### src/rtl/dma_pkg.sv
// Shared definitions for the DMA command queue: descriptor field layout,
// command codes and FSM state encoding.
package dma_pkg;

  localparam int unsigned CNT_MSB = 31;
  localparam int unsigned CNT_LSB = 26;
  localparam int unsigned SRC_MSB = 25;
  localparam int unsigned SRC_LSB = 13;
  localparam int unsigned DST_MSB = 12;
  localparam int unsigned DST_LSB = 0;

  localparam int unsigned DESC_W  = 32;
  localparam int unsigned CMD_W   = 2;
  localparam int unsigned ENTRY_W = DESC_W + CMD_W;

  localparam logic [CMD_W-1:0] CMD_MOVE1 = 2'b00;

  typedef enum logic [1:0] {
    StIdle  = 2'b00,
    StLoad  = 2'b01,
    StIssue = 2'b10,
    StGap   = 2'b11
  } dma_state_e;

  function automatic logic [CNT_MSB-CNT_LSB:0] desc_count(input logic [DESC_W-1:0] desc);
    return desc[CNT_MSB:CNT_LSB];
  endfunction

endpackage

### src/rtl/dma_desc_fifo.sv
// Circular descriptor FIFO; pointers carry one extra wrap bit so that full,
// empty and occupancy all fall out of the pointer pair.
module dma_desc_fifo #(
  parameter int unsigned DEPTH = 4,
  parameter int unsigned WIDTH = 34,
  localparam int unsigned AW   = $clog2(DEPTH)
) (
  input  logic             clk,
  input  logic             rst_n,
  input  logic             i_push,
  input  logic [WIDTH-1:0] i_push_data,
  input  logic             i_pop,
  output logic [WIDTH-1:0] o_head,
  output logic             o_full,
  output logic             o_empty,
  output logic [AW:0]      o_level
);

  localparam logic [AW:0] PtrOne = (AW + 1)'(1);

  logic [WIDTH-1:0] r_mem [DEPTH];
  logic [AW:0]      r_wr_ptr;
  logic [AW:0]      r_rd_ptr;
  logic             w_push;
  logic             w_pop;

  assign o_empty = (r_wr_ptr == r_rd_ptr);
  assign o_full  = (r_wr_ptr[AW] != r_rd_ptr[AW]) &&
                   (r_wr_ptr[AW-1:0] == r_rd_ptr[AW-1:0]);
  assign o_level = r_wr_ptr - r_rd_ptr;
  assign o_head  = r_mem[r_rd_ptr[AW-1:0]];

  // Guard against overflow/underflow even if the caller misbehaves.
  assign w_push = i_push && !o_full;
  assign w_pop  = i_pop && !o_empty;

  always_ff @(posedge clk) begin
    if (w_push) begin
      r_mem[r_wr_ptr[AW-1:0]] <= i_push_data;
    end
  end

  always_ff @(posedge clk or negedge rst_n) begin
    if (!rst_n) begin
      r_wr_ptr <= '0;
      r_rd_ptr <= '0;
    end else begin
      if (w_push) begin
        r_wr_ptr <= r_wr_ptr + PtrOne;
      end
      if (w_pop) begin
        r_rd_ptr <= r_rd_ptr + PtrOne;
      end
    end
  end

endmodule

### src/rtl/dma_cmd_queue.sv
// Descriptor queue in front of the DMA engine: buffers pushed descriptors and
// issues them one at a time over the dreq/ddone handshake with a timeout.
module dma_cmd_queue
  import dma_pkg::*;
#(
  parameter int unsigned DEPTH   = 4,
  parameter int unsigned TIMEOUT = 64,
  parameter int unsigned CW      = 8,
  localparam int unsigned LW     = $clog2(DEPTH) + 1
) (
  input  logic          clk,
  input  logic          rst_n,
  input  logic          i_push_valid,
  input  logic [31:0]   i_push_desc,
  input  logic [1:0]    i_push_cmd,
  output logic          o_push_ready,
  output logic [31:0]   o_dma_desc,
  output logic [1:0]    o_dma_cmd,
  output logic          o_dreq,
  input  logic          i_ddone,
  output logic          o_busy,
  output logic [LW-1:0] o_level,
  output logic [CW-1:0] o_done_cnt,
  output logic [1:0]    o_err,
  input  logic          i_err_clr
);

  localparam int unsigned  TW      = $clog2(TIMEOUT + 1);
  localparam logic [TW-1:0] TmoLast = TW'(TIMEOUT - 1);
  localparam logic [TW-1:0] TmoOne  = TW'(1);
  localparam logic [CW-1:0] CntOne  = CW'(1);

  dma_state_e         r_state;
  dma_state_e         w_state_d;
  logic [TW-1:0]      r_tmo;
  logic [CW-1:0]      r_done_cnt;
  logic [1:0]         r_err;
  logic [1:0]         w_err_d;
  logic [31:0]        r_dma_desc;
  logic [1:0]         r_dma_cmd;

  logic               w_push_acc;
  logic               w_zero_cnt;
  logic               w_fifo_push;
  logic               w_drop;
  logic               w_full;
  logic               w_empty;
  logic [ENTRY_W-1:0] w_head;
  logic               w_tmo_hit;
  logic               w_done;
  logic               w_tmo;
  logic               w_pop;
  logic               w_load;

  // A zero-count descriptor is accepted off the bus but never enters the FIFO.
  assign w_push_acc  = i_push_valid && o_push_ready;
  assign w_zero_cnt  = (desc_count(i_push_desc) == '0);
  assign w_fifo_push = w_push_acc && !w_zero_cnt;
  assign w_drop      = w_push_acc && w_zero_cnt;
  assign w_pop       = w_done || w_tmo;
  assign w_tmo_hit   = (r_tmo == TmoLast);

  dma_desc_fifo #(
    .DEPTH (DEPTH),
    .WIDTH (ENTRY_W)
  ) u_fifo (
    .clk         (clk),
    .rst_n       (rst_n),
    .i_push      (w_fifo_push),
    .i_push_data ({i_push_cmd, i_push_desc}),
    .i_pop       (w_pop),
    .o_head      (w_head),
    .o_full      (w_full),
    .o_empty     (w_empty),
    .o_level     (o_level)
  );

  always_ff @(posedge clk or negedge rst_n) begin
    if (!rst_n) begin
      r_state <= StIdle;
    end else begin
      r_state <= w_state_d;
    end
  end

  always_comb begin
    w_state_d = r_state;
    unique case (r_state)
      StIdle:  if (!w_empty) w_state_d = StLoad;
      StLoad:  w_state_d = StIssue;
      StIssue: if (i_ddone || w_tmo_hit) w_state_d = StGap;
      StGap:   if (!i_ddone) w_state_d = w_empty ? StIdle : StLoad;
      default: w_state_d = StIdle;
    endcase
  end

  always_comb begin
    o_dreq = 1'b0;
    w_done = 1'b0;
    w_tmo  = 1'b0;
    unique case (r_state)
      StIssue: begin
        o_dreq = 1'b1;
        w_done = i_ddone;
        w_tmo  = !i_ddone && w_tmo_hit;
      end
      default: begin
      end
    endcase
    // Capture the head on entry to LOAD so it is stable a full cycle before dreq.
    w_load = (w_state_d == StLoad) && (r_state != StLoad);
  end

  always_ff @(posedge clk or negedge rst_n) begin
    if (!rst_n) begin
      r_tmo <= '0;
    end else if (r_state == StLoad) begin
      r_tmo <= '0;
    end else if (r_state == StIssue) begin
      r_tmo <= r_tmo + TmoOne;
    end
  end

  always_ff @(posedge clk or negedge rst_n) begin
    if (!rst_n) begin
      r_dma_desc <= '0;
      r_dma_cmd  <= '0;
    end else if (w_load) begin
      r_dma_desc <= w_head[DESC_W-1:0];
      r_dma_cmd  <= w_head[ENTRY_W-1:DESC_W];
    end
  end

  always_ff @(posedge clk or negedge rst_n) begin
    if (!rst_n) begin
      r_done_cnt <= '0;
    end else if (w_done) begin
      r_done_cnt <= r_done_cnt + CntOne;
    end
  end

  // Setting an error bit takes priority over a same-cycle clear.
  always_comb begin
    w_err_d[0] = w_tmo  || (r_err[0] && !i_err_clr);
    w_err_d[1] = w_drop || (r_err[1] && !i_err_clr);
  end

  always_ff @(posedge clk or negedge rst_n) begin
    if (!rst_n) begin
      r_err <= '0;
    end else begin
      r_err <= w_err_d;
    end
  end

  assign o_push_ready = !w_full;
  assign o_dma_desc   = r_dma_desc;
  assign o_dma_cmd    = r_dma_cmd;
  assign o_done_cnt   = r_done_cnt;
  assign o_err        = r_err;
  assign o_busy       = (r_state != StIdle) || !w_empty;

endmodule

### config.mk
export PLATFORM = sky130hd
export DESIGN_NAME = dma_cmd_queue
export DESIGN_NICKNAME = d
export VERILOG_FILES = /design/src/rtl/dma_pkg.sv /design/src/rtl/dma_desc_fifo.sv /design/src/rtl/dma_cmd_queue.sv
export SDC_FILE = /design/constraint.sdc
export NUM_CORES = 1
export LEC_CHECK = 0
export ABC_AREA = 1
export CORE_MARGIN = 1.5
export CORE_UTILIZATION = 40
export CTS_CLUSTER_DIAMETER = 100
export DETAILED_ROUTE_END_ITERATION = 8
export RECOVER_POWER = 25
export SLEW_MARGIN = 20
export SYNTH_ARGS = -nofsm -noshare
export SYNTH_HDL_FRONTEND = slang
export SYNTH_SLANG_ARGS = --single-unit
### constraint.sdc
create_clock -name clk -period 4.77 [get_ports clk]
set_input_delay 1.431 -clock clk [delete_from_list [all_inputs] [get_ports clk]]
set_output_delay 1.431 -clock clk [all_outputs]
set_load 0.01 [all_outputs]
==> After elaboration in Yosys (flattened, before gate mapping) <==
Memory sizes are Yosys's and may differ from the RTL's. A register that Yosys moved wholly into a read port is not among the register bits.
Cells that the tools add are included.
{ "totals": {"register_bits": 25, "latch_bits": 0, "mem_bits_rw": 136, "romBits": 0, "inputBits": 39, "word_cells": 58, "n_memories": 1} }
{ "op_classes": {"n_addsub": 5, "multipliers": 0, "div_mod_pow": 0, "order_cmp": 0, "eq_ne": 9, "shifts": 0, "muxes": 12, "bitwise_logic": 0, "n_reduce_logical": 25} }
{ "memory_table": {"columns": ["name", "depth", "word_bits", "read_ports", "rd_ports_with_merged_regs", "write_ports", "line_no", "text"], "rows": [
  ["u_fifo.r_mem", 4, 34, 1, 1, 1, "dma_desc_fifo.sv:21", "logic [WIDTH-1:0] r_mem [DEPTH];"]
]} }
{ "op_table": {"columns": ["op", "count"], "rows": [
  ["$mux 7", 2],
  ["$logic_and 1x1->1", 10],
  ["$add 8x1->8 const B", 1],
  ["$pmux 2 s4", 1],
  ["$add 7x1->7 const B", 1],
  ["$eq 7x6->1 const B", 1],
  ["$add 3x1->3 const B", 2],
  ["$logic_not 1->1", 6],
  ["$logic_not 6->1", 1],
  ["$mux 1", 6],
  ["$mux 2", 3],
  ["$logic_or 1x1->1", 5],
  ["$eq 2x1->1 const B", 2],
  ["$eq 2x2->1 const B", 2],
  ["$reduce_bool 2->1", 2],
  ["$eq 3x3->1", 1],
  ["$sub 3x3->3", 1],
  ["$eq 2x2->1", 1],
  ["$logic_not 2->1", 1],
  ["$ne 2x1->1 const B", 1],
  ["$ne 1x1->1", 1]
]} }

==> Longest topological paths before layout <==
{ "depth": {"depth_word": 8, "ltp_mapped": 13, "depth_no_buf": 11} }

==> Hierarchy <==
A second synthesis with hierarchy kept.
{ "hier_totals": {"hier_cells": 654, "hier_area_um2": 7923.8} }
{ "by_module_without_submodules": {"columns": ["mod", "instances", "cells_each", "area_each_um2", "seq_area_each_um2"], "rows": [
  ["dma_desc_fifo", 1, 392, 5504.0, 4234.1],
  ["dma_cmd_queue", 1, 262, 2419.8, 1326.3]
]} }

==> Worst setup path before layout <==
OpenSTA, ideal clock, no wires.
{ "synth_timing": {"kind": "input port to flip-flop", "startpoint": "in i_push_desc[29]", "endpoint": "mem u_fifo.r_mem[3][0], enable pin", "arrival_time_ps": 3317, "required_ps": 4342, "path_slack_ps": 1025, "path_stages": 5, "n_path_buf": 0, "path_cell_list": "nor2_1 > and2_0 > nand2_1 > nand3_2 > nor2_1"} }
{ "synth_via": {"elab_chain_cells": 6} }
{ "synth_lines": {"columns": ["item", "line_no", "text"], "rows": [
  ["start: declaration", "dma_cmd_queue.sv:14", "input logic [31:0] i_push_desc,"],
  ["$logic_not 6->1", "dma_cmd_queue.sv:57", "assign w_zero_cnt = (desc_count(i_push_desc) == '0);"],
  ["$logic_not 1->1", "dma_cmd_queue.sv:58", "assign w_fifo_push = w_push_acc && !w_zero_cnt;"],
  ["$logic_and 1x1->1", "dma_cmd_queue.sv:58", null],
  ["$logic_and 1x1->1", "dma_desc_fifo.sv:34", "assign w_push = i_push && !o_full;"],
  ["$mux 1", "dma_desc_fifo.sv:38", "if (w_push) begin"],
  ["$mux 1 (implied by the code)", "dma_desc_fifo.sv:39", "r_mem[r_wr_ptr[AW-1:0]] <= i_push_data;"],
  ["end: declaration", "dma_desc_fifo.sv:21", null]
]} }
Every way passes these cells.

==> Final worst setup path <==
{ "layout_timing": {"startpoint": "reg u_fifo.r_rd_ptr[1]", "endpoint": "out o_busy"} }
{ "layout_via": {"elab_chain_cells": 3} }
{ "layout_lines": {"columns": ["item", "line_no", "text"], "rows": [
  ["start: declaration", "dma_desc_fifo.sv:23", "logic [AW:0] r_rd_ptr;"],
  ["start signal: assignment", "dma_desc_fifo.sv:52", "r_rd_ptr <= r_rd_ptr + PtrOne;"],
  ["$eq 3x3->1", "dma_desc_fifo.sv:27", "assign o_empty = (r_wr_ptr == r_rd_ptr);"],
  ["$logic_not 1->1", "dma_cmd_queue.sv:161", "assign o_busy = (r_state != StIdle) || !w_empty;"],
  ["$logic_or 1x1->1", "dma_cmd_queue.sv:161", null],
  ["end: declaration", "dma_cmd_queue.sv:21", "output logic o_busy,"]
]} }
Every way passes these cells.

==> impl_results.md <==
* Status: finished, violations left
* Failing checks: capacitance limit, slew limit
* Post-synth top area share at 49.6%
* Residual DRC count at 0
* Internal Power at 4.22 mW
* Worst slack at placement at 0.811 ns
* Htree depth at 4
* Placed Cells at 1017
* Clock Skew at 0.0126 ns
* Die Wd at 146 um
* Clock tree buffer depth at 2
* Sequential share of power at 37.2%
* GRT Total Usage at 17.5%
* Final std cells w/o fill at 1049
* Crit path capture type: output pin
* Syn avg cell area at 12.1 um2
* Area after DPL at 9360 um2
* Crit share post-route at 81.3%
* First-pass DRT Iterations at 5
* Post-synth top area cell: edfxtp_1
* Core Box Area at 20200 um2
* WP data arrival at 2.45 ns
* Final Hold Fails at 0
* WS Path Type: reg -> out
* HPWL after detailed placement at 10500 um
* CTS hold repair buffers at 0
* Max-Cap Viols at 1
* IO Port Bufs at 88
* Fmax at 258 MHz
* Core Util, Final at 49.3%
* Finished Cell Area at 9970 um2
* Worst setup SP type: flip-flop
* P&R area growth vs syn at 21.1%
* Final slew viol count at 60
* NetSw at 2.59 mW
* Gate Count Post-Synth at 682
* First-pass GRT wire length at 28500 um
* Slew Limit Headroom at -7.69%
* Net Sw Frac at 38.0%
* Setup_tns at 0 ns
* Root Buffer: clkbuf_16
* Number of global-route vias before repair at 5357
* Maximum vdd drop at 354 uV
* Row count at 52
* Largest net degree at the start of global routing at 71
* Asr flop ratio synth at 30.3%
* RSZ-0062 raised after global routing: no
* Primary FF master, synth: edfxtp_1
* Routed Wire Length at 17700 um
* DIE HEIGHT at 146 um
* Syn nets at 735
* Antenna Cells at 0
* Clock transition at path regs at 0.07 ns
* Slew @ Worst Pin at 1.62 ns
* 1st-iter DRT viols at 233
* Cts repair resizes at 0
* Initial Util at 40.7%
* Yosys reg bits at 195
* Clk Latency, worst-skew pair at 0.44 ns
* Final ANT Viol Nets at 0
* Final Wtd Congestion at 0.744
* Fin nets at 819
* Layout cell share with drive strength beyond 1 at 13.0%
* Leading cell types in the layout, fill and taps excluded: 136 x edfxtp_1, 83 x nor2_1, 72 x o21ai_0
* Initial antenna violation count at 0
* Gate power share at 41.4%
* DR vias at 5211
* Total gr overflow at 0
* Post-synth EDFFs at 136
* Top cells by area, synth: edfxtp_1 50%, dfrtp_1 18%, o21ai_0 4.4%
* Unique masters post-synth at 33
* Most common cell after layout, fill and taps aside: edfxtp_1
* I/O pin cnt at 89
* CTS tree: done
* Pleak at 3.91 nW
* CTS buffer count at 17
* Routed wire length per instance at 16.9 um
* Hold WC Path Type: reg -> reg
* Number of post-CTS setup repair buffers at 0
* Fin worst setup slack at 0.893 ns
* Finish-stage setup viols at 0
* Critical Path RT at 3.34 ns
* Hold slack at 0.497 ns
* Syn Std Cell Area at 8240 um2
* Die footprint at 21500 um2
* Vias/cell at 4.97
* Power, Total at 6.81 mW
* # clock sinks at 195
* Clock network fraction of design power at 21.5%
* Critical path fanouts, max at 36
* Total power density per cell area at 683 nW/um2
* Sequential area share after synthesis at 67.5%
* Warnings, synthesis at 0
* Fin crit period at 3.88 ns
## worst max-delay path, cell delays in order, from the launching register on
cell             delay, ns
dfrtp_1               0.38
inv_1                 0.05
buf_4                 0.39
ha_1                  0.31
nand2_1               0.07
inv_2                 0.06
nand3_2               0.12
nor2_4                0.06
inv_1                 0.06
clkdlybuf4s50_1       0.52
## metal layers
layer	vias to the layer above	wire, um	global-route usage [%]
li1	2496	-	-
met1	2572	7910	22.4
met2	118	8880	29.6
met3	25	614	3.72
met4	0	296	5.51
met5	-	0	0
## synthesized netlist by cell type (2+ instances only)
cell	n
buf_2	11
o21bai_1	35
xor2_1	9
nand2_2	34
buf_12	3
o22ai_2	7
nand2_1	68
nor2_4	2
a21oi_1	5
edfxtp_1	136
nand3_1	9
nand3_2	2
nand4_1	4
o21ai_0	72
clkbuf_1	16
inv_1	61
o22ai_1	29
dfrtp_1	59
ha_1	13
nor2_1	87
inv_2	5
xnor2_1	2
nand3_4	3
## power groups by stage
stage | combinational, mW | sequential [mW] | clock [mW]
after floorplan | 1.84 | 2.61 | 0
after global placement | 2.79 | 2.56 | 0
after detailed placement | 2.85 | 2.57 | 0
after CTS | 2.87 | 2.54 | 1.49
after global routing | 3.14 | 2.58 | 1.54
final | 2.82 | 2.53 | 1.46
## flip-flops by register name, summed over array words and instances, names as in the netlist
name / count
o_dma_cmd: 2
o_dma_desc: 32
o_done_cnt: 8
o_err: 2
r_state: 2
r_tmo: 7
u_fifo.r_mem: 136
u_fifo.r_rd_ptr: 3
u_fifo.r_wr_ptr: 3
## area by class of cell
type	instances	area [um2]
fill	1763	10300
sequential	195	5560
multi-input combinational	389	2270
timing repair buffer	96	936
clock buffer	24	513
tap	270	338
inverter	67	253
clock inverter	8	95.1
## worst paths after layout
kind	from	to	slack [ns]	cells past startpoint
min in group asynchronous	rst_n	r_tmo[6]	1.38	1
max in group asynchronous	rst_n	u_fifo.r_rd_ptr[0]	2.33	1
worst max register to register	u_fifo.r_rd_ptr[1]	u_fifo.r_mem[2][2]	1.83	9
worst max-delay path	u_fifo.r_rd_ptr[1]	o_busy	0.89	9
worst min-delay path	r_tmo[2]	r_tmo[2]	0.50	1
worst min register to register	r_tmo[2]	r_tmo[2]	0.50	1
## cell families after synthesis
family | synth area share [%]
buffers and inverters | 5.24
AO/OA/AOI/OAI | 11.1
AND/OR/NAND/NOR | 12.7
XOR/XNOR | 1.17
flip-flops | 67.5
adder cells (fa/ha/maj) | 2.22
(Power assumes the default switching activity.)
